### config.mk
export PLATFORM = sky130hd
export DESIGN_NAME = id_ex_stage_flat
export DESIGN_NICKNAME = d
export VERILOG_FILES = /design/src/rtl/mips_pkg.sv /design/src/rtl/id_ex_stage_if.sv /design/src/rtl/id_ex_stage_fwd_mux.sv /design/src/rtl/id_ex_stage.sv /design/src/flat_wrapper.sv
export SDC_FILE = /design/constraint.sdc
export NUM_CORES = 1
export LEC_CHECK = 0
export BUFFER_PORTS_ARGS = -buffer_cell sky130_fd_sc_hd__buf_2
export CORE_AREA = 2 2 145 147
export CTS_BUF_LIST = sky130_fd_sc_hd__clkbuf_4 sky130_fd_sc_hd__clkbuf_8 sky130_fd_sc_hd__clkbuf_16
export CTS_CLUSTER_DIAMETER = 120
export DETAILED_ROUTE_END_ITERATION = 8
export DIE_AREA = 0 0 147 149
export PLACE_DENSITY = 0.68
export SLEW_MARGIN = 20
export SYNTH_ARGS = -nofsm -noshare
export SYNTH_HDL_FRONTEND = slang
export SYNTH_SLANG_ARGS = --single-unit
### constraint.sdc
create_clock -name clk -period 8.24 [get_ports clk]
set_input_delay 0.412 -clock clk [delete_from_list [all_inputs] [get_ports clk]]
set_output_delay 0.412 -clock clk [all_outputs]
set_load 0.02 [all_outputs]
### src/rtl/mips_pkg.sv
// mips_pkg: shared definitions for the MIPS integer pipeline.
//   - DW_DEFAULT / RW_DEFAULT : default datapath and register-index widths
//   - alu_func_e              : ALU function codes driven on alu_function
//   - ctrl_t                  : control bundle carried from ID through EX
package mips_pkg;

  localparam int DW_DEFAULT = 32;
  localparam int RW_DEFAULT = 5;

  typedef enum logic [3:0] {
    ALU_ADD = 4'b0000,
    ALU_SUB = 4'b0010,
    ALU_AND = 4'b0100,
    ALU_OR  = 4'b0101,
    ALU_NOR = 4'b0110,
    ALU_XOR = 4'b0111,
    ALU_SL  = 4'b1000,
    ALU_SRA = 4'b1001,
    ALU_SRL = 4'b1010
  } alu_func_e;

  typedef struct packed {
    logic wb_en;
    logic mem_read;
    logic mem_write;
  } ctrl_t;

  localparam ctrl_t CTRL_NONE = '0;

  function automatic ctrl_t ctrl_pack(input logic wb_en, input logic mem_read,
                                      input logic mem_write);
    ctrl_t c;
    c.wb_en     = wb_en;
    c.mem_read  = mem_read;
    c.mem_write = mem_write;
    return c;
  endfunction

endpackage

### src/rtl/id_ex_stage_if.sv
// id_ex_if: all non-clock signals around the ID/EX stage.
//   master : the surrounding pipeline (ID stage, hazard control, EX/MEM and
//            MEM/WB forward sources); drives ID data, stall/flush, forwards.
//   slave  : the id_ex_stage itself; drives ALU operands, EX control and
//            the load-use stall request.
interface id_ex_if #(
  parameter int DW = 32,
  parameter int RW = 5
);

  // ID side
  logic          id_valid;
  logic [DW-1:0] id_pc;
  logic [DW-1:0] id_rs_val;
  logic [DW-1:0] id_rt_val;
  logic [DW-1:0] id_imm;
  logic [RW-1:0] id_rs_idx;
  logic [RW-1:0] id_rt_idx;
  logic [RW-1:0] id_dest;
  logic [3:0]    id_func;
  logic          id_use_imm;
  logic          id_wb_en;
  logic          id_mem_read;
  logic          id_mem_write;

  // pipeline control
  logic          stall;
  logic          flush;

  // forward sources
  logic          mem_fwd_en;
  logic [RW-1:0] mem_fwd_dest;
  logic [DW-1:0] mem_fwd_data;
  logic          wb_fwd_en;
  logic [RW-1:0] wb_fwd_dest;
  logic [DW-1:0] wb_fwd_data;

  // EX side
  logic          load_use_stall;
  logic          ex_valid;
  logic [DW-1:0] ex_pc;
  logic [DW-1:0] alu_dataa;
  logic [DW-1:0] alu_datab;
  logic [3:0]    alu_function;
  logic [DW-1:0] ex_store_data;
  logic [RW-1:0] ex_dest;
  logic          ex_wb_en;
  logic          ex_mem_read;
  logic          ex_mem_write;

  modport master (
    output id_valid, id_pc, id_rs_val, id_rt_val, id_imm, id_rs_idx, id_rt_idx,
           id_dest, id_func, id_use_imm, id_wb_en, id_mem_read, id_mem_write,
           stall, flush,
           mem_fwd_en, mem_fwd_dest, mem_fwd_data,
           wb_fwd_en, wb_fwd_dest, wb_fwd_data,
    input  load_use_stall, ex_valid, ex_pc, alu_dataa, alu_datab, alu_function,
           ex_store_data, ex_dest, ex_wb_en, ex_mem_read, ex_mem_write
  );

  modport slave (
    input  id_valid, id_pc, id_rs_val, id_rt_val, id_imm, id_rs_idx, id_rt_idx,
           id_dest, id_func, id_use_imm, id_wb_en, id_mem_read, id_mem_write,
           stall, flush,
           mem_fwd_en, mem_fwd_dest, mem_fwd_data,
           wb_fwd_en, wb_fwd_dest, wb_fwd_data,
    output load_use_stall, ex_valid, ex_pc, alu_dataa, alu_datab, alu_function,
           ex_store_data, ex_dest, ex_wb_en, ex_mem_read, ex_mem_write
  );

endinterface

### src/rtl/id_ex_stage_fwd_mux.sv
// fwd_mux: per-operand forwarding select.
//   reg_idx/reg_val           : operand index and value held in ID/EX
//   mem_en/mem_dest/mem_data  : EX/MEM producer
//   wb_en/wb_dest/wb_data     : MEM/WB producer
//   operand                   : resolved operand value
// EX/MEM is younger than MEM/WB, so it wins when both match. r0 is
// hard-wired zero and is never forwarded.
module fwd_mux #(
  parameter int DW = 32,
  parameter int RW = 5
) (
  input  logic [RW-1:0] reg_idx,
  input  logic [DW-1:0] reg_val,
  input  logic          mem_en,
  input  logic [RW-1:0] mem_dest,
  input  logic [DW-1:0] mem_data,
  input  logic          wb_en,
  input  logic [RW-1:0] wb_dest,
  input  logic [DW-1:0] wb_data,
  output logic [DW-1:0] operand
);

  logic mem_hit;
  logic wb_hit;

  assign mem_hit = mem_en && (mem_dest != '0) && (mem_dest == reg_idx);
  assign wb_hit  = wb_en  && (wb_dest  != '0) && (wb_dest  == reg_idx);

  always_comb begin
    operand = reg_val;
    if (mem_hit) begin
      operand = mem_data;
    end else if (wb_hit) begin
      operand = wb_data;
    end
  end

endmodule

### src/rtl/id_ex_stage.sv
// id_ex_stage: ID/EX pipeline register and ALU operand select.
//   clk, rst : clock, asynchronous active-high reset
//   bus      : id_ex_if slave port (ID inputs, stall/flush, EX/MEM and
//              MEM/WB forward sources in; ALU operands, EX control and
//              load_use_stall out)
// Holds one decoded instruction for its EX cycle, forwards operands from
// EX/MEM and MEM/WB, and bubbles EX when ID depends on a load in EX.
module id_ex_stage
  import mips_pkg::*;
#(
  parameter int DW = DW_DEFAULT,
  parameter int RW = RW_DEFAULT
) (
  input  logic   clk,
  input  logic   rst,
  id_ex_if.slave bus
);

  logic          r_valid;
  logic [DW-1:0] r_pc;
  logic [DW-1:0] r_rs_val;
  logic [DW-1:0] r_rt_val;
  logic [DW-1:0] r_imm;
  logic [RW-1:0] r_rs_idx;
  logic [RW-1:0] r_rt_idx;
  logic [RW-1:0] r_dest;
  logic [3:0]    r_func;
  logic          r_use_imm;
  ctrl_t         r_ctrl;

  logic          load_use;
  logic          wb_live;
  logic          cap_rs_hit;
  logic          cap_rt_hit;
  logic          hold_rs_hit;
  logic          hold_rt_hit;
  logic [DW-1:0] fwd_rs;
  logic [DW-1:0] fwd_rt;

  assign load_use = r_valid && r_ctrl.mem_read && (r_dest != '0) && bus.id_valid &&
                    ((bus.id_rs_idx == r_dest) || (bus.id_rt_idx == r_dest));

  // MEM/WB retires in the same edge we sample, so the register file read in
  // ID (or the value held in EX) may be stale; take the retiring data instead.
  assign wb_live     = bus.wb_fwd_en && (bus.wb_fwd_dest != '0);
  assign cap_rs_hit  = wb_live && (bus.wb_fwd_dest == bus.id_rs_idx);
  assign cap_rt_hit  = wb_live && (bus.wb_fwd_dest == bus.id_rt_idx);
  assign hold_rs_hit = wb_live && (bus.wb_fwd_dest == r_rs_idx);
  assign hold_rt_hit = wb_live && (bus.wb_fwd_dest == r_rt_idx);

  always_ff @(posedge clk or posedge rst) begin
    if (rst) begin
      r_valid   <= 1'b0;
      r_pc      <= '0;
      r_rs_val  <= '0;
      r_rt_val  <= '0;
      r_imm     <= '0;
      r_rs_idx  <= '0;
      r_rt_idx  <= '0;
      r_dest    <= '0;
      r_func    <= ALU_ADD;
      r_use_imm <= 1'b0;
      r_ctrl    <= CTRL_NONE;
    end else if (bus.flush) begin
      r_valid <= 1'b0;
      r_ctrl  <= CTRL_NONE;
    end else if (bus.stall) begin
      if (hold_rs_hit) begin
        r_rs_val <= bus.wb_fwd_data;
      end
      if (hold_rt_hit) begin
        r_rt_val <= bus.wb_fwd_data;
      end
    end else if (load_use) begin
      r_valid <= 1'b0;
      r_ctrl  <= CTRL_NONE;
    end else begin
      r_valid   <= bus.id_valid;
      r_pc      <= bus.id_pc;
      r_rs_val  <= cap_rs_hit ? bus.wb_fwd_data : bus.id_rs_val;
      r_rt_val  <= cap_rt_hit ? bus.wb_fwd_data : bus.id_rt_val;
      r_imm     <= bus.id_imm;
      r_rs_idx  <= bus.id_rs_idx;
      r_rt_idx  <= bus.id_rt_idx;
      r_dest    <= bus.id_dest;
      r_func    <= bus.id_func;
      r_use_imm <= bus.id_use_imm;
      r_ctrl    <= ctrl_pack(bus.id_wb_en, bus.id_mem_read, bus.id_mem_write);
    end
  end

  fwd_mux #(.DW(DW), .RW(RW)) u_fwd_rs (
    .reg_idx  (r_rs_idx),
    .reg_val  (r_rs_val),
    .mem_en   (bus.mem_fwd_en),
    .mem_dest (bus.mem_fwd_dest),
    .mem_data (bus.mem_fwd_data),
    .wb_en    (bus.wb_fwd_en),
    .wb_dest  (bus.wb_fwd_dest),
    .wb_data  (bus.wb_fwd_data),
    .operand  (fwd_rs)
  );

  fwd_mux #(.DW(DW), .RW(RW)) u_fwd_rt (
    .reg_idx  (r_rt_idx),
    .reg_val  (r_rt_val),
    .mem_en   (bus.mem_fwd_en),
    .mem_dest (bus.mem_fwd_dest),
    .mem_data (bus.mem_fwd_data),
    .wb_en    (bus.wb_fwd_en),
    .wb_dest  (bus.wb_fwd_dest),
    .wb_data  (bus.wb_fwd_data),
    .operand  (fwd_rt)
  );

  assign bus.load_use_stall = load_use;
  assign bus.ex_valid       = r_valid;
  assign bus.ex_pc          = r_pc;
  assign bus.alu_dataa      = fwd_rs;
  assign bus.alu_datab      = r_use_imm ? r_imm : fwd_rt;
  assign bus.alu_function   = r_func;
  assign bus.ex_store_data  = fwd_rt;
  assign bus.ex_dest        = r_dest;
  assign bus.ex_wb_en       = r_valid & r_ctrl.wb_en;
  assign bus.ex_mem_read    = r_valid & r_ctrl.mem_read;
  assign bus.ex_mem_write   = r_valid & r_ctrl.mem_write;

endmodule

### src/flat_wrapper.sv
// flat-port wrapper written by rule: the top's interface ports become plain ports
module id_ex_stage_flat import mips_pkg::*;
#(
  parameter int DW = DW_DEFAULT,
  parameter int RW = RW_DEFAULT
)
  (clk, rst, bus_id_valid, bus_id_pc, bus_id_rs_val, bus_id_rt_val, bus_id_imm, bus_id_rs_idx, bus_id_rt_idx, bus_id_dest, bus_id_func, bus_id_use_imm, bus_id_wb_en, bus_id_mem_read, bus_id_mem_write, bus_stall, bus_flush, bus_mem_fwd_en, bus_mem_fwd_dest, bus_mem_fwd_data, bus_wb_fwd_en, bus_wb_fwd_dest, bus_wb_fwd_data, bus_load_use_stall, bus_ex_valid, bus_ex_pc, bus_alu_dataa, bus_alu_datab, bus_alu_function, bus_ex_store_data, bus_ex_dest, bus_ex_wb_en, bus_ex_mem_read, bus_ex_mem_write);
  id_ex_if #(.DW(DW), .RW(RW)) bus_i ();
  input  logic clk;
  input  logic rst;
  input wire logic [$bits(bus_i.id_valid)-1:0] bus_id_valid;
  input wire logic [$bits(bus_i.id_pc)-1:0] bus_id_pc;
  input wire logic [$bits(bus_i.id_rs_val)-1:0] bus_id_rs_val;
  input wire logic [$bits(bus_i.id_rt_val)-1:0] bus_id_rt_val;
  input wire logic [$bits(bus_i.id_imm)-1:0] bus_id_imm;
  input wire logic [$bits(bus_i.id_rs_idx)-1:0] bus_id_rs_idx;
  input wire logic [$bits(bus_i.id_rt_idx)-1:0] bus_id_rt_idx;
  input wire logic [$bits(bus_i.id_dest)-1:0] bus_id_dest;
  input wire logic [$bits(bus_i.id_func)-1:0] bus_id_func;
  input wire logic [$bits(bus_i.id_use_imm)-1:0] bus_id_use_imm;
  input wire logic [$bits(bus_i.id_wb_en)-1:0] bus_id_wb_en;
  input wire logic [$bits(bus_i.id_mem_read)-1:0] bus_id_mem_read;
  input wire logic [$bits(bus_i.id_mem_write)-1:0] bus_id_mem_write;
  input wire logic [$bits(bus_i.stall)-1:0] bus_stall;
  input wire logic [$bits(bus_i.flush)-1:0] bus_flush;
  input wire logic [$bits(bus_i.mem_fwd_en)-1:0] bus_mem_fwd_en;
  input wire logic [$bits(bus_i.mem_fwd_dest)-1:0] bus_mem_fwd_dest;
  input wire logic [$bits(bus_i.mem_fwd_data)-1:0] bus_mem_fwd_data;
  input wire logic [$bits(bus_i.wb_fwd_en)-1:0] bus_wb_fwd_en;
  input wire logic [$bits(bus_i.wb_fwd_dest)-1:0] bus_wb_fwd_dest;
  input wire logic [$bits(bus_i.wb_fwd_data)-1:0] bus_wb_fwd_data;
  output wire logic [$bits(bus_i.load_use_stall)-1:0] bus_load_use_stall;
  output wire logic [$bits(bus_i.ex_valid)-1:0] bus_ex_valid;
  output wire logic [$bits(bus_i.ex_pc)-1:0] bus_ex_pc;
  output wire logic [$bits(bus_i.alu_dataa)-1:0] bus_alu_dataa;
  output wire logic [$bits(bus_i.alu_datab)-1:0] bus_alu_datab;
  output wire logic [$bits(bus_i.alu_function)-1:0] bus_alu_function;
  output wire logic [$bits(bus_i.ex_store_data)-1:0] bus_ex_store_data;
  output wire logic [$bits(bus_i.ex_dest)-1:0] bus_ex_dest;
  output wire logic [$bits(bus_i.ex_wb_en)-1:0] bus_ex_wb_en;
  output wire logic [$bits(bus_i.ex_mem_read)-1:0] bus_ex_mem_read;
  output wire logic [$bits(bus_i.ex_mem_write)-1:0] bus_ex_mem_write;
  assign bus_i.id_valid = bus_id_valid;
  assign bus_i.id_pc = bus_id_pc;
  assign bus_i.id_rs_val = bus_id_rs_val;
  assign bus_i.id_rt_val = bus_id_rt_val;
  assign bus_i.id_imm = bus_id_imm;
  assign bus_i.id_rs_idx = bus_id_rs_idx;
  assign bus_i.id_rt_idx = bus_id_rt_idx;
  assign bus_i.id_dest = bus_id_dest;
  assign bus_i.id_func = bus_id_func;
  assign bus_i.id_use_imm = bus_id_use_imm;
  assign bus_i.id_wb_en = bus_id_wb_en;
  assign bus_i.id_mem_read = bus_id_mem_read;
  assign bus_i.id_mem_write = bus_id_mem_write;
  assign bus_i.stall = bus_stall;
  assign bus_i.flush = bus_flush;
  assign bus_i.mem_fwd_en = bus_mem_fwd_en;
  assign bus_i.mem_fwd_dest = bus_mem_fwd_dest;
  assign bus_i.mem_fwd_data = bus_mem_fwd_data;
  assign bus_i.wb_fwd_en = bus_wb_fwd_en;
  assign bus_i.wb_fwd_dest = bus_wb_fwd_dest;
  assign bus_i.wb_fwd_data = bus_wb_fwd_data;
  assign bus_load_use_stall = bus_i.load_use_stall;
  assign bus_ex_valid = bus_i.ex_valid;
  assign bus_ex_pc = bus_i.ex_pc;
  assign bus_alu_dataa = bus_i.alu_dataa;
  assign bus_alu_datab = bus_i.alu_datab;
  assign bus_alu_function = bus_i.alu_function;
  assign bus_ex_store_data = bus_i.ex_store_data;
  assign bus_ex_dest = bus_i.ex_dest;
  assign bus_ex_wb_en = bus_i.ex_wb_en;
  assign bus_ex_mem_read = bus_i.ex_mem_read;
  assign bus_ex_mem_write = bus_i.ex_mem_write;
  id_ex_stage #(.DW(DW), .RW(RW)) u_core (.clk(clk), .rst(rst), .bus(bus_i));
endmodule
==> results of run 1 <==
[metrics by stage]
step	total power [uW]	area, um^2	utilization, %	setup WS [ns]	std cells
global route	2590	11200	54.4	4.61	1486
global placement	1660	10500	51.1	4.94	1451
CTS	2490	11100	54.2	4.72	1484
floorplan	1390	8510	-	3.73	865
detailed placement	1680	10500	51.3	4.89	1452
finish	2470	11200	54.4	4.71	1488
[worst reg2reg max path, stage by stage (launching register included)]
cell	delay, ns
dfrtp_1	0.45
xor2_1	0.20
nor4b_1	0.38
and2_2	0.79
o221a_2	0.84
nor2_1	0.12
a21oi_1	0.15
[synth_stat cells, types with 2 or more instances]
library cell	number	area, um^2
a31oi_1	32	200
nor3_1	3	15.0
nor2_1	75	282
clkbuf_1	28	105
o21ai_0	60	300
buf_2	32	160
buf_4	4	30.0
inv_1	4	15.0
nand3_1	6	30.0
dfrtp_1	152	3800
a21oi_1	36	180
buf_6	5	56.3
nand2_1	135	507
o32ai_1	31	272
a22oi_1	31	233
mux2_2	116	1310
o21ai_1	6	30.0
xor2_1	31	272
or4_1	3	22.5
and2_1	5	31.3
xnor2_1	9	78.8
nand4_1	4	25.0
mux2i_1	35	350
buf_1	2	7.51
[how the worst max path moves through the flow]
stage                                   start                                     end  slack (ns)
6_report       u_core.r_rt_idx[3]$_DFFE_PP0P_                        bus_alu_datab[0]        4.71
5_1_grt        u_core.r_rt_idx[3]$_DFFE_PP0P_                        bus_alu_datab[0]        4.61
4_1_cts        u_core.r_rt_idx[3]$_DFFE_PP0P_                        bus_alu_datab[0]        4.72
3_5_place_dp              bus_mem_fwd_dest[0]                        bus_alu_datab[0]        4.89
3_3_place_gp              bus_mem_fwd_dest[0]                        bus_alu_datab[0]        4.94
2_1_floorplan                             rst  u_core.bus.alu_function[0]$_DFFE_PP0P_        3.73
[flip-flops by register name, indices dropped and copies added (netlist names), 4 cells and up]
| signal | flops |
|---|---|
| u_core.r_imm | 32 |
| u_core.r_rt_val | 32 |
| u_core.bus.ex_pc | 32 |
| u_core.r_rs_idx | 5 |
| u_core.r_rt_idx | 5 |
| u_core.bus.alu_function | 4 |
| u_core.bus.ex_dest | 5 |
| u_core.r_rs_val | 32 |
[placed cells by master, fill, tap and decap left out, drive strengths merged, types with 18 or more instances in the layout]
| cell type | instances |
|---|---|
| buf | 384 |
| dfrtp | 152 |
| nand2 | 135 |
| mux2 | 116 |
| nor2 | 75 |
| o21ai | 66 |
| a21oi | 36 |
| mux2i | 35 |
| a31oi | 32 |
| a22oi | 32 |
| xor2 | 31 |
| o32ai | 31 |
| clkbuf | 18 |
[routing by layer]
layer  vias up  GRT usage [%]
li1       3765              -
met1      3885           32.2
met2       392           45.9
met3        45           7.49
met4         0           10.6
met5         -              0
[cell families (layout without fill, tap and decap cells)]
group | count (synthesis) | in the layout | share of synthesized area [%]
compound gates | 207 | 207 | 15.7
xor+xnor | 40 | 40 | 4.12
buf+inv | 75 | 420 | 4.40
flops | 152 | 152 | 44.7
mux | 151 | 151 | 19.5
other cells | 0 | 3 | 0
simple gates | 240 | 240 | 11.6
[layout make-up]
type / instances / area (um^2)
clock inverter: 14 / 164
timing repair buffer: 384 / 1990
fill: 1903 / 9380
inverter: 4 / 20.0
multi-input combinational: 638 / 4410
sequential: 152 / 3800
clock buffer: 18 / 439
antenna: 3 / 7.51
tap: 275 / 344
[where the power goes]
group          leakage, uW  switching, uW  internal (uW)
clock network     0.000292            344            463
registers          0.00179           77.8            853
logic              0.00305            435            298
total              0.00513            858           1610
==> results_dict.tcl, run 1 <==
set metrics [dict create \
    status "finished clean" \
    maxSlewHeadroom_pct 24.1 \
    vias 8087 \
    setup_viol 0 \
    syn_nets 1097 \
    cp.required_ns 7.83 \
    ctsResizeCount 0 \
    wirelength_um 29600 \
    worstMarginPinSlew_ns 1.14 \
    path_class "reg2out" \
    cts_buffers 17 \
    die_y_um 149 \
    ys_types 44 \
    dieArea_mm2 0.0219 \
    synth_edf_count 0 \
    ant_nets 0 \
    overflow 0 \
    timing.hold.ws_ns 0.159 \
    report.final.slew_viol_count 0 \
    vias_per_cell 5.43 \
    grt_setup_unrepaired "no" \
    final.period_utilization_pct 42.9 \
    drt_first_pass_iters 5 \
    final-hold-violation-count 0 \
    routedWlPerCell_um 19.9 \
    cts_tree "built" \
    clk_latency_ns 0.42 \
    ys_warn_count 0 \
    synth-async-reset-ratio_pct 100 \
    finalCriticalPeriod_ns 3.53 \
    die_w_um 147 \
    fmax_mhz 283 \
    start_util_pct 41.4 \
    leakagePower_uw 0.00513 \
    path_clk_slew_ns 0.07 \
    antenna_found_initial 2 \
    reg2reg_slack_ns 5.24 \
    cts_sinks 152 \
    place_hpwl_um 20900 \
    slowest_stage "and2_2" \
    fp-row-count 53 \
    power.density_mw_per_mm2 221 \
    io_buffers 373 \
    syn_inst 865 \
    root_buffer "clkbuf_16" \
    r2r_start "u_core.r_rt_idx[3]$_DFFE_PP0P_" \
    ir_drop_uv 137 \
    ys_seq_area_share_pct 44.7 \
    fin_nets 1429 \
    cap_violations 0 \
    cpPeakStageDelay_ns 0.79 \
    h-tree-depth 4 \
    wl_met2_um 14700 \
    critical_path.top_delay_family "simple AND/OR/NAND/NOR gates" \
    cts.path.max_buffers 2 \
    track_usage_pct 26.8 \
    drc_errors 0 \
    io_pins 374 \
    grt_pass1_wl_um 45600 \
    met3_wirelength_um 2350 \
    worstPathCellList "xor2_1, nor4b_1, and2_2, nand2_1, a31oi_1, mux2_2, buf_2" \
    top_layer "met4" \
    r2r-end "u_core.r_rt_val[10]$_DFFE_PP0P_" \
    synth_area_mm2 0.00851 \
    holdBufCountCts 0 \
    ff2ff_path_depth 6 \
    crit_path_end_kind "output pin" \
    drive_above_1_share_pct 45.5 \
    area_growth_pct 31.4 \
    avgSynthCellArea_um2 9.83 \
    gp_congestion 0.874 \
    critPathBufInv 1 \
    hp-class "in2async" \
    drtIter0Drc 511 \
    m1WireLength_um 11700 \
    grt_max_degree 97 \
    post_cts.repair.setup_buffers 0 \
    crit_cells 7 \
    cp-start-kind "flip-flop" \
    arrival_ns 3.12 \
    synth-main-ff-cell "dfrtp_1" \
    finClkSkew_ns 0.0110 \
    ys_ff_latch 152 \
    grt_pass1_vias 8252 \
    cp_max_fo 34 \
    core_mm2 0.0206 \
    finalSetupTns_ns 0 \
]
(Power assumes the default switching activity.)
==> inputs of run 2 (changes only) <==
--- a/config.mk
+++ b/config.mk
@@ -6,12 +6,12 @@
 export NUM_CORES = 1
 export LEC_CHECK = 0
 export BUFFER_PORTS_ARGS = -buffer_cell sky130_fd_sc_hd__buf_2
-export CORE_AREA = 2 2 145 147
+export CORE_AREA = 2 2 147 149
 export CTS_BUF_LIST = sky130_fd_sc_hd__clkbuf_4 sky130_fd_sc_hd__clkbuf_8 sky130_fd_sc_hd__clkbuf_16
 export CTS_CLUSTER_DIAMETER = 120
 export DETAILED_ROUTE_END_ITERATION = 8
-export DIE_AREA = 0 0 147 149
-export PLACE_DENSITY = 0.68
+export DIE_AREA = 0 0 149 151
+export PLACE_DENSITY = 0.69
 export SLEW_MARGIN = 20
 export SYNTH_ARGS = -nofsm -noshare
 export SYNTH_HDL_FRONTEND = slang
==> constraint.sdc (replaced) <==
create_clock -name clk -period 2.9 [get_ports clk]
set_input_delay 0.145 -clock clk [delete_from_list [all_inputs] [get_ports clk]]
set_output_delay 0.145 -clock clk [all_outputs]
set_load 0.02 [all_outputs]
==> results_dict.tcl, run 2 (synthesis results as in run 1) <==
set metrics [dict create \
    seqCellArea_mm2 0.00380 \
    routedWlPerCell_um 20.4 \
    path_class "reg2out" \
    cp.required_ns 2.76 \
    final-hold-violation-count 53 \
    die_w_um 149 \
    core_mm2 0.0208 \
    overflow 0 \
    dieArea_mm2 0.0225 \
    finalSetupTns_ns 0 \
    status "complete, but fails checks" \
    start_util_pct 40.9 \
    power.density_mw_per_mm2 581 \
    violations "hold timing" \
    area_growth_pct 44.2 \
    hp-class "in2async" \
    fmax_mhz 357 \
    h-tree-depth 4 \
    final_cell_mix "373 x buf_2, 151 x dfrtp_1, 135 x nand2_1, 116 x mux2_2, 82 x dlygate4sd3_1" \
    grt_pass1_vias 8772 \
    final.period_utilization_pct 96.7 \
    grt_max_degree 153 \
    cts_tree "built" \
    fin_nets 1540 \
    report.final.slew_viol_count 0 \
    m1WireLength_um 12900 \
    timing.hold.ws_ns -0.147 \
    diodes 0 \
    finalCriticalPeriod_ns 2.80 \
    track_usage_pct 27.7 \
    multi_input_area_mm2 0.00445 \
    drt_first_pass_iters 7 \
    cap_violations 0 \
    ant_nets 0 \
    wirelength_um 32600 \
    clk_latency_ns 0.43 \
    fp-row-count 53 \
    path_clk_slew_ns 0.07 \
    worstMarginPinSlew_ns 1.04 \
    wl_met2_um 16300 \
    cp_max_fo 11 \
    finClkSkew_ns 0.0195 \
    antenna_found_initial 2 \
    vias 8571 \
    die_y_um 151 \
    crit_path_end_kind "output pin" \
    cts_buffers 17 \
    io_pins 374 \
    grt_pass1_wl_um 48000 \
    final_common_cell "buf_2" \
    cp-start-kind "flip-flop" \
    met3_wirelength_um 2580 \
    top_layer "met5" \
    root_buffer "clkbuf_16" \
    vias_per_cell 5.37 \
    gp_congestion 0.859 \
    setup_viol 0 \
    maxSlewHeadroom_pct 31.0 \
    place_hpwl_um 21600 \
    cts.path.max_buffers 2 \
    drive_above_1_share_pct 44.1 \
    cts_sinks 152 \
    drtIter0Drc 450 \
    io_buffers 373 \
    leakagePower_uw 0.00563 \
    ir_drop_uv 379 \
    drc_errors 0 \
    arrival_ns 2.66 \
    power.total_uw 7120 \
    n_fill_cell 1772 \
]
run 2: cell types whose count changed in the layout (fill, tap and decap cells not counted), sizes merged:
| cell | change |
|---|---|
| bufinv | -1 |
| dlygate4sd3 | +82 |
| clkinv | +2 |
| buf | +27 |
| and4 | +1 |
| inv | -1 |
| diode | -3 |
| clkbuf | +1 |
run 2: repair_timing:
action	4_1_cts	5_1_grt
pin swaps	1	3
endpoints found under the hold margin	82	0
buffers inserted	3	7
gates cloned	0	2
hold buffers	82	0
gates resized for setup	5	4
endpoints found under the setup margin	51	36
run 2: cell type report:
| cell class | instances | share of cell area (%) |
|---|---|---|
| clock buffer | 18 | 3.58 |
| clock inverter | 14 | 1.14 |
| inverter | 4 | 0.153 |
| multi-input combinational | 639 | 36.3 |
| sequential | 152 | 31.0 |
| tap | 275 | 2.81 |
| timing repair buffer | 494 | 25.0 |
run 2: through the flow:
stage / setup slack [ns] / std cells / utilization (%) / instance area (um^2)
final: 0.0951 / 1596 / 58.9 / 12300
after global routing: -0.0366 / 1596 / 58.9 / 12300
after CTS: 0.00897 / 1586 / 58.2 / 12100
after detailed placement: 0.133 / 1469 / 51.2 / 10700
after global placement: 0.134 / 1469 / 51.2 / 10700
after floorplan: 0.562 / 865 / - / 8510
run 2: worst paths after layout:
path	to	slack (ns)	from	depth (start not counted)
min in group clk	u_core.r_rs_val[28]$_DFFE_PP0P_	0.01	bus_id_rs_val[28]	3
max	bus_alu_datab[9]	0.1	u_core.r_rt_idx[0]$_DFFE_PP0P_	8
max reg2reg	u_core.r_rs_val[11]$_DFFE_PP0P_	0.37	u_core.r_rs_idx[3]$_DFFE_PP0P_	7
min reg2reg	u_core.r_rs_val[20]$_DFFE_PP0P_	0.48	u_core.r_rs_val[20]$_DFFE_PP0P_	2
max in group asynchronous	u_core.bus.ex_pc[18]$_DFFE_PP0P_	2.17	rst	3
min	u_core.r_rs_val[2]$_DFFE_PP0P_	-0.15	rst	3
run 2: metal layers:
| layer | vias up | global-route usage (%) |
|---|---|---|
| li1 | 3985 | - |
| met1 | 4117 | 32.6 |
| met2 | 408 | 48.9 |
| met3 | 57 | 7.35 |
| met4 | 4 | 9.52 |
| met5 | - | 0 |
run 2: where the power goes:
group          internal (uW)  switching [uW]
Combinational            949            1300
Sequential              2420             215
Clock                   1230            1010
run 2: critical path: stages (launching register included):
cell	delay, ns
dfrtp_1	0.43
xor2_1	0.19
nor4b_2	0.38
and2_4	0.31
buf_4	0.24
nand2_1	0.07
a31oi_1	0.19
mux2_2	0.23
buf_2	0.18
==> inputs of run 3 (changes only) <==
--- a/config.mk
+++ b/config.mk
@@ -5,13 +5,15 @@
 export SDC_FILE = /design/constraint.sdc
 export NUM_CORES = 1
 export LEC_CHECK = 0
+export ABC_AREA = 1
 export BUFFER_PORTS_ARGS = -buffer_cell sky130_fd_sc_hd__buf_2
-export CORE_AREA = 2 2 147 149
+export CELL_PAD_IN_SITES_DETAIL_PLACEMENT = 0
+export CELL_PAD_IN_SITES_GLOBAL_PLACEMENT = 1
+export CORE_UTILIZATION = 31
 export CTS_BUF_LIST = sky130_fd_sc_hd__clkbuf_4 sky130_fd_sc_hd__clkbuf_8 sky130_fd_sc_hd__clkbuf_16
 export CTS_CLUSTER_DIAMETER = 120
 export DETAILED_ROUTE_END_ITERATION = 8
-export DIE_AREA = 0 0 149 151
-export PLACE_DENSITY = 0.69
+export PLACE_DENSITY = 0.73
 export SLEW_MARGIN = 20
 export SYNTH_ARGS = -nofsm -noshare
 export SYNTH_HDL_FRONTEND = slang
==> results_dict.tcl, run 3 <==
set metrics [dict create \
    setup_viol 0 \
    crit_path_end_kind "output pin" \
    clk_latency_ns 0.43 \
    ant_nets 0 \
    overflow 0 \
    status "finished clean" \
    arrival_ns 2.58 \
    hp-class "in2reg" \
    die_y_um 184 \
    swShare_pct 39.1 \
    holdBufCountCts 79 \
    wirelength_um 44300 \
    dieArea_mm2 0.0339 \
    path_class "reg2out" \
    start_util_pct 31.5 \
    antenna_found_initial 5 \
    cts_sinks 152 \
    grt_setup_unrepaired "no" \
    fmax_mhz 367 \
    final-hold-violation-count 0 \
    yosys-top-cells-count "523 x nand2_1, 365 x nand3_1, 152 x dfrtp_1" \
    crit_start "u_core.r_rs_idx[1]$_DFFE_PP0P_" \
    syn_inst 1568 \
    cts_tree "built" \
    finalCriticalPeriod_ns 2.73 \
    leakagePower_uw 0.00763 \
    vias 12300 \
    area_growth_pct 35.6 \
    fp-row-count 66 \
    combPwrFrac_pct 34.5 \
    slowest_stage "dfrtp_1" \
    place_inst 2301 \
    p_sw_uw 2950 \
    yosys.cell_count.top_type "nand2_1" \
    gp_congestion 0.853 \
    report.final.slew_viol_count 0 \
    yosysTopAreaCell "dfrtp_1" \
    cp-start-kind "flip-flop" \
    cpPeakStageDelay_ns 0.42 \
    r2r-end "u_core.r_rs_val[0]$_DFFE_PP0P_" \
    syn_nets 1800 \
    hp-start "bus_id_rt_idx[4]" \
    routedWlPerCell_um 18.3 \
    synth_edf_count 0 \
    cts_buffers 17 \
    placed_area_mm2 0.0125 \
    synth-main-ff-cell "dfrtp_1" \
    ys_ff_latch 152 \
    worstPathCellList "xor2_1, nor4_1, nand2_2, buf_4, o21ai_1, buf_2" \
    vias_per_cell 5.10 \
    ys_warn_count 0 \
    place_hpwl_um 30000 \
    fin_ws_ns 0.173 \
    track_usage_pct 25.9 \
    cap_violations 0 \
    place_ws_ns 0.540 \
    final_common_cell "nand2_1" \
    finalSetupTns_ns 0 \
    synth_area_mm2 0.0103 \
    grt_max_degree 92 \
    drtIter0Drc 1065 \
    drive_above_1_share_pct 23.5 \
    avgSynthCellArea_um2 6.56 \
    die_w_um 184 \
    final_area_mm2 0.0139 \
    instances_no_fill 2417 \
    ys_types 25 \
    ir_drop_uv 322 \
    post_cts.repair.setup_buffers 0 \
    synth.top_cell.area_share_pct 37.0 \
    synth-async-reset-ratio_pct 100 \
    hold-path-endpoint "u_core.r_rt_idx[4]$_DFFE_PP0P_" \
    final_cell_mix "519 x nand2_1, 372 x buf_2, 363 x nand3_1, 151 x dfrtp_1, 138 x inv_1" \
    critPathBufInv 2 \
    core_mm2 0.0326 \
    cp.required_ns 2.76 \
    maxSlewHeadroom_pct 42.9 \
    synth_area_leaders "dfrtp_1 37%, nand2_1 19%, nand3_1 18%" \
    cp_max_fo 38 \
    grt_pass1_vias 12000 \
    critical_path.top_delay_family "simple AND/OR/NAND/NOR gates" \
    drc_errors 0 \
    internal_power_uw 4600 \
    ys_seq_area_share_pct 37.0 \
    fin_nets 2189 \
    ff2ff_path_depth 10 \
    grt_pass1_wl_um 67200 \
    ctsResizeCount 0 \
    cts.path.max_buffers 2 \
    worstHoldPathCells 3 \
    pwr-share-clk_pct 31.4 \
    path_clk_slew_ns 0.07 \
    worstMarginPinSlew_ns 0.853 \
    drt_first_pass_iters 7 \
    r2r_start "u_core.r_rs_idx[1]$_DFFE_PP0P_" \
    io_buffers 373 \
    io_pins 374 \
    power.density_mw_per_mm2 542 \
    root_buffer "clkbuf_16" \
    final.period_utilization_pct 94.0 \
    finClkSkew_ns 0.0213 \
    reg2reg_slack_ns 0.88 \
    p_seq_share_pct 34.1 \
    h-tree-depth 4 \
]
[run 3: how the worst max path moves through the flow]
stage	end	slack, ns	cells past startpoint
floorplan	u_core.bus.alu_function[0]$_DFFE_PP0P_	0.84	1
global placement	bus_alu_dataa[18]	0.56	6
global route	bus_alu_datab[10]	0.01	11
finish	bus_alu_dataa[15]	0.17	6
CTS	bus_alu_dataa[18]	0.07	6
detailed placement	bus_alu_dataa[18]	0.54	6
[run 3: power by group through the flow]
stage,Combinational (uW),Clock [uW],Sequential (uW)
after floorplan,1480,0,2660
after global placement,2510,0,2600
after detailed placement,2530,0,2600
after CTS,2620,2430,2570
after global routing,2870,2500,2610
final,2610,2380,2580
[run 3: through the flow]
step | hold slack [ns] | utilization, % | power [uW]
after floorplan | 0.278 | - | 4140
after global placement | 0.156 | 38.4 | 5110
after detailed placement | 0.152 | 38.4 | 5130
after CTS | 0.00334 | 42.7 | 7610
after global routing | 0.0167 | 42.7 | 7980
final | 0.0123 | 42.7 | 7560
[run 3: worst reg2reg max path, stage by stage (launching register included)]
cell and delay, ns:
dfrtp_1 0.42, inv_1 0.06, nand2_1 0.05, nand2_1 0.06
nand3_1 0.12, nor2_4 0.14, nand2_2 0.51, nand2_1 0.26
nand3_1 0.11, nand3_1 0.13, nand2_1 0.05
[run 3: layer usage]
| metal | vias up | track usage (%) | share of wire, % | wire [um] |
|---|---|---|---|---|
| li1 | 5914 | - | - | - |
| met1 | 5730 | 34.2 | 43 | 19100 |
| met2 | 608 | 42.9 | 47 | 20900 |
| met3 | 64 | 4.78 | 7.7 | 3410 |
| met4 | 2 | 7.93 | 2.0 | 873 |
| met5 | - | 0 | 0.038 | 17 |
[run 3: area by class of cell]
class	count	area (um^2)
antenna	5	12.5
clock buffer	18	439
clock inverter	14	163
fill	3449	18700
inverter	143	541
multi-input combinational	1159	5470
sequential	152	3800
tap	442	553
timing repair buffer	484	2960
[run 3: logic make-up (layout without fill, tap and decap cells)]
| kind of cell | Yosys count | count (layout) | synth area share [%] |
|---|---|---|---|
| flip-flops | 152 | 152 | 37.0 |
| AND/OR/NAND/NOR | 1012 | 1012 | 44.2 |
| other | 0 | 5 | 0 |
| AO/OA/AOI/OAI | 121 | 121 | 6.00 |
| XOR/XNOR | 26 | 26 | 2.21 |
| buffers and inverters | 257 | 659 | 10.6 |
